===== src/rtl/hpdcache_burst_rrarb_if.sv =====
// rtl/hpdcache_burst_rrarb_if.sv - handshake bundle between burst requesters and the shared-channel arbiter
//
// Purpose: groups the per-requester beat handshake and the grant outputs.
// Signals (names seen from the arbiter side):
//   req_i       [N]   per-requester beat valid
//   last_i      [N]   per-requester last-beat flag
//   ready_i           downstream accepts the current beat
//   gnt_o       [N]   one-hot or zero grant vector
//   gnt_idx_o   [IW]  binary index of the granted requester
//   gnt_valid_o       granted requester presents a beat
//   busy_o            a grant is held across cycles
// Modports: slave = arbiter, master = requester/downstream side.
interface hpdcache_burst_rrarb_if #(
   parameter int N = 4
);
   localparam int IW = (N > 1) ? $clog2(N) : 1;

   logic [N-1:0]  req_i;
   logic [N-1:0]  last_i;
   logic          ready_i;
   logic [N-1:0]  gnt_o;
   logic [IW-1:0] gnt_idx_o;
   logic          gnt_valid_o;
   logic          busy_o;

   modport slave (
      input  req_i, last_i, ready_i,
      output gnt_o, gnt_idx_o, gnt_valid_o, busy_o
   );

   modport master (
      output req_i, last_i, ready_i,
      input  gnt_o, gnt_idx_o, gnt_valid_o, busy_o
   );
endinterface


===== src/rtl/hpdcache_burst_rrarb.sv =====
// rtl/hpdcache_burst_rrarb.sv - round-robin arbiter with burst locking for a shared downstream channel
//
// Purpose: grants one of N requesters per transfer; the grant is held across
// back-pressure (HOLD) and locked across multi-beat bursts (LOCK) until the
// owner's last beat is accepted.
// Ports:
//   clk_i  clock, rising edge
//   rst_i  synchronous active-high reset
//   bus    hpdcache_burst_rrarb_if.slave (req/last/ready in, grant outputs out)
module hpdcache_burst_rrarb #(
   parameter int N = 4
) (
   input logic                   clk_i,
   input logic                   rst_i,
   hpdcache_burst_rrarb_if.slave bus
);
   localparam int IW = (N > 1) ? $clog2(N) : 1;

   typedef enum logic [1:0] {
      IDLE = 2'd0,
      HOLD = 2'd1,
      LOCK = 2'd2
   } state_t;

   state_t        state_q;
   logic [IW-1:0] ptr_q;
   logic [IW-1:0] owner_q;

   logic          pick_found;
   logic [IW-1:0] pick_idx;
   logic [IW:0]   cand;

   logic [N-1:0]  gnt;
   logic [IW-1:0] gnt_idx;
   logic          gnt_valid;
   logic          busy;
   logic [IW-1:0] cur_idx;
   logic          accept;
   logic          cur_last;

   function automatic logic [IW-1:0] inc_idx(input logic [IW-1:0] x);
      return (x == IW'(N - 1)) ? '0 : x + 1'b1;
   endfunction

   // Round-robin search starting at ptr_q. The candidate sum stays below 2N,
   // so a single conditional subtract implements the modulo-N wrap.
   always_comb begin
      pick_found = 1'b0;
      pick_idx   = '0;
      cand       = '0;
      for (int k = 0; k < N; k++) begin
         cand = {1'b0, ptr_q} + (IW + 1)'(k);
         if (cand >= (IW + 1)'(N)) begin
            cand = cand - (IW + 1)'(N);
         end
         if (!pick_found && bus.req_i[cand[IW-1:0]]) begin
            pick_found = 1'b1;
            pick_idx   = cand[IW-1:0];
         end
      end
   end

   always_comb begin
      gnt       = '0;
      gnt_idx   = '0;
      gnt_valid = 1'b0;
      busy      = 1'b0;
      if (!rst_i) begin
         if (state_q == IDLE) begin
            if (pick_found) begin
               gnt     = {{(N-1){1'b0}}, 1'b1} << pick_idx;
               gnt_idx = pick_idx;
            end
            gnt_valid = |bus.req_i;
         end else begin
            gnt       = {{(N-1){1'b0}}, 1'b1} << owner_q;
            gnt_idx   = owner_q;
            gnt_valid = bus.req_i[owner_q];
            busy      = 1'b1;
         end
      end
   end

   assign cur_idx  = (state_q == IDLE) ? pick_idx : owner_q;
   assign accept   = gnt_valid & bus.ready_i;
   assign cur_last = bus.last_i[cur_idx];

   always_ff @(posedge clk_i) begin
      if (rst_i) begin
         state_q <= IDLE;
         ptr_q   <= '0;
         owner_q <= '0;
      end else begin
         case (state_q)
            IDLE: begin
               if (accept && cur_last) begin
                  ptr_q <= inc_idx(pick_idx);
               end else if (accept) begin
                  state_q <= LOCK;
                  owner_q <= pick_idx;
               end else if (pick_found) begin
                  // Request present but stalled: freeze this winner so the
                  // grant cannot move while the downstream is not ready.
                  state_q <= HOLD;
                  owner_q <= pick_idx;
               end
            end
            HOLD, LOCK: begin
               if (accept && cur_last) begin
                  state_q <= IDLE;
                  ptr_q   <= inc_idx(owner_q);
               end else if (accept) begin
                  state_q <= LOCK;
               end
            end
            default: begin
               state_q <= IDLE;
            end
         endcase
      end
   end

   assign bus.gnt_o       = gnt;
   assign bus.gnt_idx_o   = gnt_idx;
   assign bus.gnt_valid_o = gnt_valid;
   assign bus.busy_o      = busy;
endmodule


===== src/flat_wrapper.sv =====
// flat-port wrapper written by rule: the top's interface ports become plain ports
module hpdcache_burst_rrarb_flat 
#(
   parameter int N = 4
)
  (clk_i, rst_i, bus_req_i, bus_last_i, bus_ready_i, bus_gnt_o, bus_gnt_idx_o, bus_gnt_valid_o, bus_busy_o);
  hpdcache_burst_rrarb_if #(.N(N)) bus_i ();
  input logic clk_i;
  input logic rst_i;
  input wire logic [$bits(bus_i.req_i)-1:0] bus_req_i;
  input wire logic [$bits(bus_i.last_i)-1:0] bus_last_i;
  input wire logic [$bits(bus_i.ready_i)-1:0] bus_ready_i;
  output wire logic [$bits(bus_i.gnt_o)-1:0] bus_gnt_o;
  output wire logic [$bits(bus_i.gnt_idx_o)-1:0] bus_gnt_idx_o;
  output wire logic [$bits(bus_i.gnt_valid_o)-1:0] bus_gnt_valid_o;
  output wire logic [$bits(bus_i.busy_o)-1:0] bus_busy_o;
  assign bus_i.req_i = bus_req_i;
  assign bus_i.last_i = bus_last_i;
  assign bus_i.ready_i = bus_ready_i;
  assign bus_gnt_o = bus_i.gnt_o;
  assign bus_gnt_idx_o = bus_i.gnt_idx_o;
  assign bus_gnt_valid_o = bus_i.gnt_valid_o;
  assign bus_busy_o = bus_i.busy_o;
  hpdcache_burst_rrarb #(.N(N)) u_core (.clk_i(clk_i), .rst_i(rst_i), .bus(bus_i));
endmodule

===== config.mk =====
export PLATFORM = sky130hd
export DESIGN_NAME = hpdcache_burst_rrarb_flat
export DESIGN_NICKNAME = d
export VERILOG_FILES = /design/src/rtl/hpdcache_burst_rrarb_if.sv /design/src/rtl/hpdcache_burst_rrarb.sv /design/src/flat_wrapper.sv
export SDC_FILE = /design/constraint.sdc
export NUM_CORES = 1
export LEC_CHECK = 0
export BUFFER_PORTS_ARGS = -buffer_cell sky130_fd_sc_hd__buf_2
export CELL_PAD_IN_SITES_DETAIL_PLACEMENT = 0
export CELL_PAD_IN_SITES_GLOBAL_PLACEMENT = 1
export CORE_MARGIN = 2
export CORE_UTILIZATION = 41
export DETAILED_ROUTE_END_ITERATION = 8
export PLACE_DENSITY_LB_ADDON = 0.05
export SYNTH_ARGS = -nofsm -noshare
export SYNTH_HDL_FRONTEND = slang
export SYNTH_SLANG_ARGS = --single-unit

===== constraint.sdc =====
create_clock -name clk_i -period 5.83 [get_ports clk_i]
set_input_delay 1.166 -clock clk_i [delete_from_list [all_inputs] [get_ports clk_i]]
set_output_delay 1.166 -clock clk_i [all_outputs]
set_load 0.1 [all_outputs]

---- Word-level counts from Yosys, hierarchy flattened ----
Index checks and enable logic that the tools add are counted.
storage, ports and cells
  input bits .............................. 11
  output and inout bits ................... 8
  register bits after elaboration ......... 6
cells by class
  shifts and indexed selects .............. 2
  $add $sub $neg .......................... 9
  muxes and demuxes ....................... 48
  bitwise logic cells ..................... 2
  reduce and logical (&&, ||, !) cells .... 15
  equal/unequal tests ..................... 9
  magnitude comparators ................... 10
operator list
  operator             count
  $mux 2               23
  $lt 2x3->1 const B   6
  $mux 1               14
  $bmux 1 s2           6
  $mux 4               3
  $ge 3x3->1 const B   3
  $reduce_and 3->1     3
  $pmux 2 s2           2
  $shl 1x2->4 const A  2
  $sub 2x1->2 const B  4
  $add 2x2->3 const B  2
  $eq 2x2->1 const B   3
  $ne 3x1->1 const B   2
  $add 2x1->2 const B  2
  $logic_and 1x1->1    4
  $ne 2x2->1 const B   2
  $reduce_bool 2->1    2
  $reduce_or 4->1      1
  $add 2x1->3 const B  1
  $ge 2x3->1 const B   1
  $logic_not 1->1      3
  $eq 2x1->1 const B   1
  $logic_not 2->1      1
  $ne 2x1->1 const B   1
  other kinds (3)      3

---- Depth between registers and ports, before layout ----
Gate-level depths: netlist (run 1).
  depth after elaboration ................. 20
  depth in mapped cells ................... 9
  gate-level depth less buffers ........... 9

---- Worst setup path after synthesis (run 1) ----
No wires, ideal clock.
  kind .................................... input-to-output
  from .................................... input rst_i
  to ...................................... output bus_gnt_valid_o
  stages .................................. 3
  data arrival time ....................... 3,597 ps
  required time ........................... 4,664 ps
  setup slack ............................. 1,067 ps
  path through ............................ clkbuf_2 buf_1 nor3_1
on the way
  word-level cells in the longest chain between the ends .. 1
ends and longest elaborated chain
  what                RTL line                    text
  start: declaration  flat_wrapper.sv:9           input logic rst_i;
  $mux 1              hpdcache_burst_rrarb.sv:68  if (!rst_i) begin
  end: declaration    flat_wrapper.sv:15          output wire logic [$bits(bus_i.gnt_valid_o)-1:0] bus_gnt_valid_o;
Every way passes these cells.

---- Worst setup path in the final report (run 1) ----
  from .................................... input bus_req_i[2]
  to ...................................... output bus_gnt_o[0]
on the way
  word-level cells in the longest chain between the ends .. 16
  elaborated cells on any way between the ends .. 26
  classes of those cells .................. shift (1); mux (19); reduce/logical (6)
ends and longest elaborated chain
  what                          RTL line                    text
  start: declaration            flat_wrapper.sv:10          input wire logic [$bits(bus_i.req_i)-1:0] bus_req_i;
  $bmux 1 s2                    hpdcache_burst_rrarb.sv:56  if (!pick_found && bus.req_i[cand[IW-1:0]]) begin
  $mux 1 (not written as such)  hpdcache_burst_rrarb.sv:56
  $mux 1                        hpdcache_burst_rrarb.sv:56
  $logic_not 1->1               hpdcache_burst_rrarb.sv:56
  $logic_and 1x1->1             hpdcache_burst_rrarb.sv:56
  $mux 1                        hpdcache_burst_rrarb.sv:56
  $logic_not 1->1               hpdcache_burst_rrarb.sv:56
  $logic_and 1x1->1             hpdcache_burst_rrarb.sv:56
  $mux 1                        hpdcache_burst_rrarb.sv:56
  $logic_not 1->1               hpdcache_burst_rrarb.sv:56
  $logic_and 1x1->1             hpdcache_burst_rrarb.sv:56
  $mux 2                        hpdcache_burst_rrarb.sv:56
  $shl 1x2->4                   hpdcache_burst_rrarb.sv:71  gnt = {{(N-1){1'b0}}, 1'b1} << pick_idx;
  $mux 4 *                      hpdcache_burst_rrarb.sv:70  if (pick_found) begin
  $mux 4 *                      hpdcache_burst_rrarb.sv:69  if (state_q == IDLE) begin
  $mux 4 *                      hpdcache_burst_rrarb.sv:68
  end: declaration              flat_wrapper.sv:13          output wire logic [$bits(bus_i.gnt_o)-1:0] bus_gnt_o;
Mark *: on every way between the ends. The rest lies on a longest branch, timed or not. The select of a mux whose other input is x is not followed.

==> out/qor.txt, run 1 <==
status: finished, final reports clean
fmax: 243 MHz
Top Usage Layer GRT: met2
Top delay family on crit path: compound AO/OA/AOI/OAI gates
met3 Resource Use GR: 4.24%
cts repair resizes: 0
Hold-fix buffers, CTS: 0
Least-Margin Pin Slew: 0.800 ns
Routed Antenna Nets: 0
synth unique cells: 47
max-slew violation count: 0
setup TNS: 0 ns
Final Power: 622 uW
total nets after synthesis: 133
P&R area growth vs syn: 13.2%
First-pass DRT Iterations: 4
worst hold slack: 0.590 ns
top-count cell post-synth: a21oi_1
grt met2 use: 27.3%
initial antenna violation count: 0
Final HPWL DP: 1610 um
gpl congestion: 0.818
CP Buf/Inv Count: 2
die height: 49.8 um
crit path time final: 4.12 ns
layout cells sized above 1: 27.6%
Power per Cell Area: 638 mW/mm^2
post-CTS setup buffers: 0
met1 GRT Util: 26.3%
core area: 0.00196 mm^2
final setup violating endpoints: 0
non-filler cells, final: 154
RSZ-0062 raised after global routing: no
cts bufs inserted: 3
Synth Cell Area: 861 um^2
filler cell count: 208
GRT overflow: 0
Post-Syn Instances: 112
routed via count: 881
CTS tree: yes
Seq. cell area: 120 um^2
GRT Total Usage: 18.2%
clock slew at the register clock pins of the worst setup and hold paths: 0.05 ns
post-synthesis sequential area ratio: 14.0%
Max-Cap Viols: 0
Layout Nets: 150
worst stage delay on the critical path: 0.44 ns
DR WL/cell: 13.9 um
Yosys reg bits: 6
clock skew: 0.000305 ns
n_diodes: 0
Main synth FF type: dfxtp_1
crit start category: input pin
crit path DAT: 2.95 ns
Worst-Skew Late Latency: 0.25 ns
Die Wd: 49.8 um
I/O pin cnt: 19
largest net degree at the start of global routing: 22
Multi-input gate area: 678 um^2
Vias/cell: 5.72
Area contributors post-synth: ha_1, dfxtp_1, a21oi_1
final hold vios: 0
Rel. slew slack: 46.7%
placed cell count: 151
area leader, netlist: ha_1
average size of a mapped cell: 7.69 um^2
H-tree Lvls: 1
first-pass GRT wire length: 3550 um
synth warn: 0
CP most frequent cell: buf_2
Crit Path Category: in2out
P_leak: 0.424 nW
vias in the first global route: 760
Clock Sinks: 6
synth cell count leaders: a21oi_1, ha_1, nand2_1
CP Cell Sequence: buf_2 > nor2b_1 > a211oi_2 > o21bai_1 > ha_1 > nand3_1 > a21oi_1 > buf_2
Data required, critical path: 4.66 ns
DIE AREA: 0.00248 mm^2
area share of the largest cell type after synthesis: 14.5%
PortBufs: 18
Final period util: 70.6%
Async SR Flop Fraction: 0%
Max Buffers Root-to-Sink: 2
Max IR drop VDD: 0.000352 V
CP max FO: 5
Hold WC Path Type: reg2reg
total routed wirelength: 2140 um
DRC viols: 0
Slowest-stage cell, CP: buf_2
Starting Density: 43.9%
Starting DRT DRC Count: 28
Post-synth EDFFs: 0
Root Buffer: clkbuf_4
Setup crit end kind: output pin
row count: 16
-- tightest hold or removal path: stages, from the launching register on --
cell,delay [ns]
dfxtp_1,0.34
nor2_1,0.14
a2111oi_2,0.06
-- cells by family after synthesis --
kind of cell,after synthesis,share of synthesized area [%]
AND/OR/NAND/NOR,42,27.6
AO/OA/AOI/OAI,36,30.4
buffers and inverters,14,7.27
flip-flops,6,14.0
multiplexers,4,6.25
adder cells (fa/ha/maj),10,14.5
-- worst paths after layout --
path                           from                end  slack, ns  depth (start not counted)
hold / removal    u_core.state_q[1]  u_core.state_q[1]       0.59                          2
setup reg to reg  u_core.state_q[1]  u_core.state_q[1]       2.86                          9
hold reg to reg   u_core.state_q[1]  u_core.state_q[1]       0.59                          2
setup / recovery       bus_req_i[2]       bus_gnt_o[0]       1.71                          8
-- where the power goes --
| group | internal, mW | switching, mW |
|---|---|---|
| Clock | 0.0234 | 0.0159 |
| Combinational | 0.150 | 0.347 |
| Sequential | 0.0598 | 0.0258 |
| Total | 0.233 | 0.389 |
-- state kept, by name (all words and copies together) (netlist names) --
register        cells
u_core.state_q      2
u_core.ptr_q        2
u_core.owner_q      2
-- placed cells by master (no fill, tap or decap), drive strengths merged --
| cell type | netlist | layout |
|---|---|---|
| and2 | 1 | 1 |
| o21bai | 1 | 1 |
| nand2b | 1 | 1 |
| a221o | 1 | 1 |
| o22ai | 1 | 1 |
| nor3 | 5 | 5 |
| mux2 | 1 | 1 |
| a2111oi | 1 | 1 |
| dfxtp | 6 | 6 |
| nand2 | 10 | 10 |
| a31oi | 1 | 1 |
| nor2 | 9 | 9 |
| nor2b | 5 | 5 |
| o31a | 1 | 1 |
| clkbuf | 2 | 3 |
| a22oi | 2 | 2 |
| or3 | 2 | 2 |
| o32ai | 1 | 1 |
| nand3 | 6 | 6 |
| a21oi | 12 | 12 |
| o21ai | 4 | 4 |
| mux4 | 1 | 1 |
| ha | 10 | 10 |
| a221oi | 1 | 1 |
| inv | 8 | 8 |
| a311o | 2 | 2 |
| nor4 | 1 | 1 |
| a211oi | 1 | 1 |
| a41oi | 1 | 1 |
| o31ai | 2 | 2 |
| nor3b | 2 | 2 |
| mux2i | 2 | 2 |
| buf | 4 | 18 |
| o211ai | 2 | 2 |
| a21o | 2 | 2 |
-- per-stage QoR --
stage / setup WS, ns / cell area (um^2) / utilization [%]
after floorplan: 1.07 / 861 / -
final: 1.71 / 975 / 49.7
after CTS: 1.69 / 975 / 49.7
after detailed placement: 1.69 / 952 / 48.5
after global routing: 1.53 / 975 / 49.7
after global placement: 1.75 / 952 / 48.5
-- metal layers --
| layer | wire (um) | vias to the layer above |
|---|---|---|
| met5 | 0 | - |
| met4 | 25 | 0 |
| met3 | 121 | 5 |
| met2 | 982 | 31 |
| met1 | 1020 | 400 |
| li1 | - | 445 |
-- layout make-up --
| cell class | instances | share of cell area (%) |
|---|---|---|
| multi-input cells | 92 | 69.6 |
| flip-flops and latches | 6 | 12.3 |
| repair buffers | 18 | 9.24 |
| well taps | 27 | 3.47 |
| inverters | 8 | 3.08 |
| clock buffers | 3 | 2.31 |
No activity file was read; power rests on OpenSTA's default activity.
==> inputs of run 2 (changes only) <==
--- a/config.mk
+++ b/config.mk
@@ -5,11 +5,12 @@
 export SDC_FILE = /design/constraint.sdc
 export NUM_CORES = 1
 export LEC_CHECK = 0
+export ABC_AREA = 1
 export BUFFER_PORTS_ARGS = -buffer_cell sky130_fd_sc_hd__buf_2
 export CELL_PAD_IN_SITES_DETAIL_PLACEMENT = 0
 export CELL_PAD_IN_SITES_GLOBAL_PLACEMENT = 1
 export CORE_MARGIN = 2
-export CORE_UTILIZATION = 41
+export CORE_UTILIZATION = 37
 export DETAILED_ROUTE_END_ITERATION = 8
 export PLACE_DENSITY_LB_ADDON = 0.05
 export SYNTH_ARGS = -nofsm -noshare
==> constraint.sdc (replaced) <==
create_clock -name clk_i -period 3.8 [get_ports clk_i]
set_input_delay 0.76 -clock clk_i [delete_from_list [all_inputs] [get_ports clk_i]]
set_output_delay 0.76 -clock clk_i [all_outputs]
set_load 0.1 [all_outputs]
==> run 2 against run 1 <==
  * Die area grew 23%
  * Clock skew grew 0.011 ns
  * Clock power grew 53%
  * Total power grew 63%
  * Combinational power grew 69%
  * Global-route usage shrank 1.6 points
  * Synthesized area grew 13%
  * Sequential share of layout area shrank 1.4 points
  * Synthesized cell count grew 50%
  * Sequential power grew 34%
  * Critical endpoint is now bus_gnt_o[3]
  * Largest power group unchanged
  * Highest routed layer unchanged
==> out/qor.txt, run 2 <==
clock slew at the register clock pins of the worst setup and hold paths: 0.05 ns (about the same)
Worst-Skew Late Latency: 0.25 ns (about the same)
crit path DAT: 2.62 ns (was 2.95 ns)
Layout Nets: 209 (was 150)
Crit Path Category: in2out (unchanged)
H-tree Lvls: 1 (unchanged)
pre-CTS WS: 0.460 ns (was 1.69 ns)
Yosys reg bits: 6 (unchanged)
GRT overflow: 0 (unchanged)
Data required, critical path: 3.04 ns (was 4.66 ns)
filler cell count: 266 (was 208)
row count: 18 (was 16)
CTS tree: yes (unchanged)
Net Sw Frac: 66.4% (was 62.6%)
vias in the first global route: 980 (was 760)
Max Buffers Root-to-Sink: 2 (unchanged)
Die Wd: 55.3 um (was 49.8 um)
area share of the largest cell type after synthesis: 28.6% (was 14.5%)
synth unique cells: 22 (was 47)
P_leak: 0.649 nW (was 0.424 nW)
die height: 55.3 um (was 49.8 um)
synth warn: 0 (unchanged)
final hold vios: 0 (unchanged)
NetSw: 674 uW (was 389 uW)
crit path time final: 3.38 ns
Largest regs: u_core.owner_q: 2 flops, u_core.ptr_q: 2 flops, u_core.state_q: 2 flops (unchanged)
fmax: 295 MHz
post-synthesis sequential area ratio: 12.4% (was 14.0%)
GRT Total Usage: 16.7% (was 18.2%)
Clock Sinks: 6 (unchanged)
clock network fraction of design power: 5.9% (was 6.3%)
synth cell count leaders: nand2_1, inv_1, nand3_1 (was a21oi_1, ha_1, nand2_1)
Main synth FF type: dfxtp_1 (unchanged)
FF-to-FF setup slack: 1.63 ns (was 2.86 ns)
combinational power share: 82.7% (was 79.9%)
RSZ-0062 raised after global routing: no (unchanged)
Seq pwr share: 11.4% (was 13.8%)
crit path from: bus_req_i[1] (was bus_req_i[2])
placed cell count: 213 (was 151)
FF-to-FF path depth: 12 (was 9)
routed via count: 1,050 (was 881)
R2R Path End: u_core.ptr_q[1] (was u_core.state_q[1])
Post-Syn Instances: 168 (was 112)
I/O pin cnt: 19 (unchanged)
Hold WC Path Type: reg2reg (unchanged)
total nets after synthesis: 189 (was 133)
status: finished, final reports clean (unchanged)
first-pass GRT wire length: 4210 um (was 3550 um)
top-count cell post-synth: nand2_1 (was a21oi_1)
DRC viols: 0 (unchanged)
First-pass DRT Iterations: 4 (unchanged)
DR WL/cell: 11.4 um (was 13.9 um)
CP max FO: 4 (was 5)
Worst setup endpoint: bus_gnt_o[3] (was bus_gnt_o[0])
most frequent cells in the layout: nand2_1, inv_1, buf_2 (was buf_2, a21oi_1, nand2_1, ha_1, nor2_1)
Final WS setup: 0.416 ns (was 1.71 ns)
Area after DPL: 0.00108 mm^2 (was 952 um^2)
Starting Density: 39.2% (was 43.9%)
crit start category: input pin (unchanged)
cts repair resizes: 0 (unchanged)
Area contributors post-synth: nand2_1, ha_1, dfxtp_1 (was ha_1, dfxtp_1, a21oi_1)
area leader, netlist: nand2_1 (was ha_1)
Max-Cap Viols: 0 (unchanged)
P&R area growth vs syn: 13.0% (was 13.2%)
largest net degree at the start of global routing: 13 (was 22)
max-slew violation count: 0 (unchanged)
total routed wirelength: 2450 um (was 2140 um)
Final HPWL DP: 1990 um (was 1610 um)
Int Power: 341 uW (was 233 uW)
post-CTS setup buffers: 0 (unchanged)
clock skew: 0.0115 ns (was 0.000305 ns)
Post-Layout Inst Area: 0.00110 mm^2 (was 975 um^2)
Max IR drop VDD: 0.000620 V (was 0.000352 V)
Routed Antenna Nets: 0 (unchanged)
non-filler cells, final: 216 (was 154)
Final period util: 89.1%
core area: 0.00248 mm^2 (was 0.00196 mm^2)
initial antenna violation count: 0 (unchanged)
worst r2r src: u_core.ptr_q[0] (was u_core.state_q[1])
average size of a mapped cell: 5.79 um^2 (was 7.69 um^2)
final setup violating endpoints: 0 (unchanged)
Post-synth EDFFs: 0 (unchanged)
Starting DRT DRC Count: 40 (was 28)
Synth Cell Area: 972 um^2 (was 861 um^2)
n_diodes: 0 (unchanged)
gpl congestion: 0.844 (was 0.818)
layout cells sized above 1: 23.7% (was 27.6%)
Power per Cell Area: 924 mW/mm^2 (was 638 mW/mm^2)
most common cell after layout, fill and taps aside: nand2_1 (was buf_2)
Hold-fix buffers, CTS: 0 (unchanged)
utilization after layout: 44.3% (was 49.7%)
Setup crit end kind: output pin (unchanged)
Least-Margin Pin Slew: 0.485 ns (was 0.800 ns)
PortBufs: 18 (unchanged)
Vias/cell: 4.86 (was 5.72)
Async SR Flop Fraction: 0% (unchanged)
Rel. slew slack: 67.6% (was 46.7%)
DIE AREA: 0.00305 mm^2 (was 0.00248 mm^2)
Root Buffer: clkbuf_4 (unchanged)
cts bufs inserted: 3 (unchanged)
-- run 2: critical path, cell delays in order --
cell	delay, ns
buf_2	0.11
inv_1	0.11
nand2_1	0.10
nand3_1	0.15
nand2_2	0.09
nor2_4	0.12
nand3_1	0.09
nand3_2	0.08
nand2_2	0.08
inv_1	0.12
ha_1	0.16
nand3_1	0.07
o21ai_1	0.14
buf_2	0.44
-- run 2: worst min path at each step --
stage                                 start                 to  slack [ns]  cells past startpoint
after floorplan           u_core.state_q[0]  u_core.state_q[0]        0.47                      2
after CTS                 u_core.state_q[0]  u_core.state_q[0]        0.49                      2
after detailed placement  u_core.state_q[0]  u_core.state_q[0]        0.48                      2
final                     u_core.state_q[0]  u_core.state_q[0]        0.49                      2
after global routing      u_core.state_q[0]  u_core.state_q[0]        0.50                      2
after global placement    u_core.state_q[0]  u_core.state_q[0]        0.48                      2
-- run 2: final cells by class --
type                       instances  area [um^2]  area share (%)
multi-input combinational        139          746            67.9
inverter                          20         82.6            7.52
clock buffer                       3         22.5            2.05
timing repair buffer              18         90.1            8.20
tap                               30         37.5            3.42
sequential                         6          120            10.9
-- run 2: layer usage --
layer / share of wire, % / vias up / track usage [%]
met5: 0 / - / 0
met4: 0.41 / 0 / 6.27
li1: - / 564 / -
met1: 53 / 462 / 23.6
met2: 44 / 22 / 25.2
met3: 3.3 / 2 / 2.58
-- run 2: metrics by stage --
| stage | hold slack [ns] | TNS (ns) | total power, mW |
|---|---|---|---|
| floorplan | 0.466 | -0.0413 | 0.831 |
| global placement | 0.481 | 0 | 0.951 |
| detailed placement | 0.483 | 0 | 0.953 |
| CTS | 0.493 | 0 | 1.02 |
| global route | 0.501 | 0 | 1.10 |
| finish | 0.495 | 0 | 1.01 |
-- run 2: power by group through the flow --
stage	logic [mW]	registers [mW]	clock network, mW
after floorplan	0.730	0.101	0
after global placement	0.836	0.116	0
after detailed placement	0.837	0.116	0
after CTS	0.839	0.115	0.0625
after global routing	0.919	0.118	0.0660
final	0.839	0.115	0.0602
-- run 2: cells by family after synthesis --
| logic type | count (synthesis) | synth area share (%) |
|---|---|---|
| buf+inv | 23 | 11.6 |
| simple gates | 111 | 52.6 |
| fa+ha+maj | 10 | 12.9 |
| compound gates | 18 | 10.6 |
| flops | 6 | 12.4 |
==> inputs of run 3 (changes only) <==
--- a/config.mk
+++ b/config.mk
@@ -7,12 +7,14 @@
 export LEC_CHECK = 0
 export ABC_AREA = 1
 export BUFFER_PORTS_ARGS = -buffer_cell sky130_fd_sc_hd__buf_2
+export CAP_MARGIN = 30
 export CELL_PAD_IN_SITES_DETAIL_PLACEMENT = 0
 export CELL_PAD_IN_SITES_GLOBAL_PLACEMENT = 1
+export CORE_ASPECT_RATIO = 0.9
 export CORE_MARGIN = 2
 export CORE_UTILIZATION = 37
 export DETAILED_ROUTE_END_ITERATION = 8
-export PLACE_DENSITY_LB_ADDON = 0.05
+export PLACE_DENSITY = 0.87
 export SYNTH_ARGS = -nofsm -noshare
 export SYNTH_HDL_FRONTEND = slang
 export SYNTH_SLANG_ARGS = --single-unit
==> run 3 against run 2 <==
  * Utilization is 0.078 points higher
  * First-iteration DRC count decreased by 25%
  * Clock power is 6.8% lower
  * Clock skew is 0.0089 ns lower
  * Setup slack better by 0.090 ns
  * Critical path type unchanged
  * Largest power group unchanged
==> out/qor.txt, run 3 (same netlist as run 2, synthesis figures left out) <==
DRC viols: 0 (unchanged)
Max-Cap Viols: 0 (unchanged)
final setup violating endpoints: 0 (unchanged)
cts repair resizes: 0 (unchanged)
n_diodes: 0 (unchanged)
Power per Cell Area: 914 mW/mm^2 (was 924 mW/mm^2)
Area after DPL: 0.00107 mm^2 (was 0.00108 mm^2)
cts bufs inserted: 3 (unchanged)
most frequent cells in the layout: nand2_1, inv_1, buf_2 (unchanged)
PortBufs: 18 (unchanged)
Layout Nets: 209 (unchanged)
worst hold start: u_core.state_q[0] (unchanged)
clock skew: 0.00261 ns (was 0.0115 ns)
Data required, critical path: 3.04 ns (about the same)
CTS tree: yes (unchanged)
Max IR drop VDD: 0.000548 V (was 0.000620 V)
status: finished, final reports clean (unchanged)
Routed Antenna Nets: 0 (unchanged)
Die Wd: 58.0 um (was 55.3 um)
Vias/cell: 4.74 (was 4.86)
initial antenna violation count: 0 (unchanged)
Setup crit end kind: output pin (unchanged)
FF-to-FF setup slack: 1.65 ns (was 1.63 ns)
Hold Crit Depth: 2 (unchanged)
first-pass GRT wire length: 4150 um (was 4210 um)
Starting Density: 39.4% (was 39.2%)
First-pass DRT Iterations: 4 (unchanged)
gpl congestion: 0.827 (was 0.844)
core area: 0.00247 mm^2 (was 0.00248 mm^2)
max-slew violation count: 0 (unchanged)
DIE AREA: 0.00305 mm^2 (about the same)
Hold-fix buffers, CTS: 0 (unchanged)
Worst-Skew Late Latency: 0.24 ns (was 0.25 ns)
most common cell after layout, fill and taps aside: nand2_1 (unchanged)
Seq. cell area: 120 um^2 (unchanged)
R2R Path End: u_core.owner_q[1] (was u_core.ptr_q[1])
Hold WC Path Type: reg2reg (unchanged)
filler cell count: 277 (was 266)
Least-Margin Pin Slew: 0.483 ns (was 0.485 ns)
Multi-input gate area: 746 um^2 (unchanged)
GRT Total Usage: 17.5% (was 16.7%)
Clock Sinks: 6 (unchanged)
utilization after layout: 44.4% (was 44.3%)
setup TNS: 0 ns (unchanged)
Rel. slew slack: 67.8% (was 67.6%)
H-tree Lvls: 1 (unchanged)
P&R area growth vs syn: 12.7% (was 13.0%)
clock slew at the register clock pins of the worst setup and hold paths: 0.04 ns (was 0.05 ns)
Max Buffers Root-to-Sink: 2 (unchanged)
non-filler cells, final: 214 (was 216)
P_leak: 0.649 nW (unchanged)
Starting DRT DRC Count: 30 (was 40)
vias in the first global route: 980 (unchanged)
Post-Layout Inst Area: 0.00110 mm^2 (about the same)
Final period util: 86.7% (was 89.1%)
crit path time final: 3.29 ns (was 3.38 ns)
crit path DAT: 2.53 ns (was 2.62 ns)
Root Buffer: clkbuf_4 (unchanged)
worst r2r src: u_core.ptr_q[0] (unchanged)
GRT overflow: 0 (unchanged)
post-CTS setup buffers: 0 (unchanged)
Crit Path Category: in2out (unchanged)
DR WL/cell: 10.3 um (was 11.4 um)
RSZ-0062 raised after global routing: no (unchanged)
placed cell count: 211 (was 213)
row count: 17 (was 18)
crit start category: input pin (unchanged)
FF-to-FF path depth: 17 (was 12)
total routed wirelength: 2210 um (was 2450 um)
hold endpoint: u_core.state_q[0] (unchanged)
I/O pin cnt: 19 (unchanged)
Final HPWL DP: 1890 um (was 1990 um)
largest net degree at the start of global routing: 13 (unchanged)
final hold vios: 0 (unchanged)
CP max FO: 4 (unchanged)
fmax: 304 MHz (was 295 MHz)
die height: 52.6 um (was 55.3 um)
layout cells sized above 1: 23.7% (unchanged)
worst hold slack: 0.487 ns (was 0.495 ns)
Largest regs: u_core.owner_q: 2 flops, u_core.ptr_q: 2 flops, u_core.state_q: 2 flops (unchanged)
routed via count: 1,015 (was 1,050)
run 3: final cells by class:
class | instances | area share [%]
flip-flops and latches | 6 | 11.0
clock buffers | 3 | 2.05
repair buffers | 18 | 8.22
inverters | 20 | 7.53
well taps | 28 | 3.20
multi-input cells | 139 | 68.0
run 3: worst max path at each step:
stage / startpoint / cells past startpoint / to / slack, ns
final: bus_req_i[1] / 14 / bus_gnt_o[3] / 0.51
after global placement: bus_req_i[1] / 14 / bus_gnt_o[3] / 0.49
after CTS: bus_req_i[1] / 14 / bus_gnt_o[3] / 0.49
after global routing: bus_req_i[1] / 14 / bus_gnt_o[3] / 0.25
after floorplan: bus_req_i[2] / 12 / bus_gnt_o[3] / -0.04
after detailed placement: bus_req_i[1] / 14 / bus_gnt_o[3] / 0.49
run 3: worst max-delay path: stages:
cell,delay [ns]
buf_2,0.11
inv_1,0.10
nand2_1,0.08
nand3_1,0.14
nand2_2,0.08
nor2_4,0.12
nand3_1,0.09
nand3_2,0.08
nand2_2,0.08
inv_1,0.11
ha_1,0.15
nand3_1,0.07
o21ai_1,0.13
buf_2,0.43
run 3: routing by layer:
layer  part of all wire, %  wire length, um  global-route usage [%]
met2                    44              975                    26.9
met5                     0                0                       0
met1                    53             1160                    24.5
met3                   3.3               74                    2.22
met4                     0                0                    7.36
run 3: per-stage QoR:
stage	power [mW]	setup slack, ns
floorplan	0.831	-0.0413
global placement	0.943	0.494
detailed placement	0.946	0.491
CTS	1.01	0.490
global route	1.12	0.245
finish	1.00	0.506
run 3: power by group:
group | switching (mW) | leakage (nW) | internal (mW)
sequential | 0.0292 | 0.0495 | 0.0854
combinational | 0.611 | 0.586 | 0.220
clock | 0.0206 | 0.0138 | 0.0356
total | 0.661 | 0.649 | 0.341
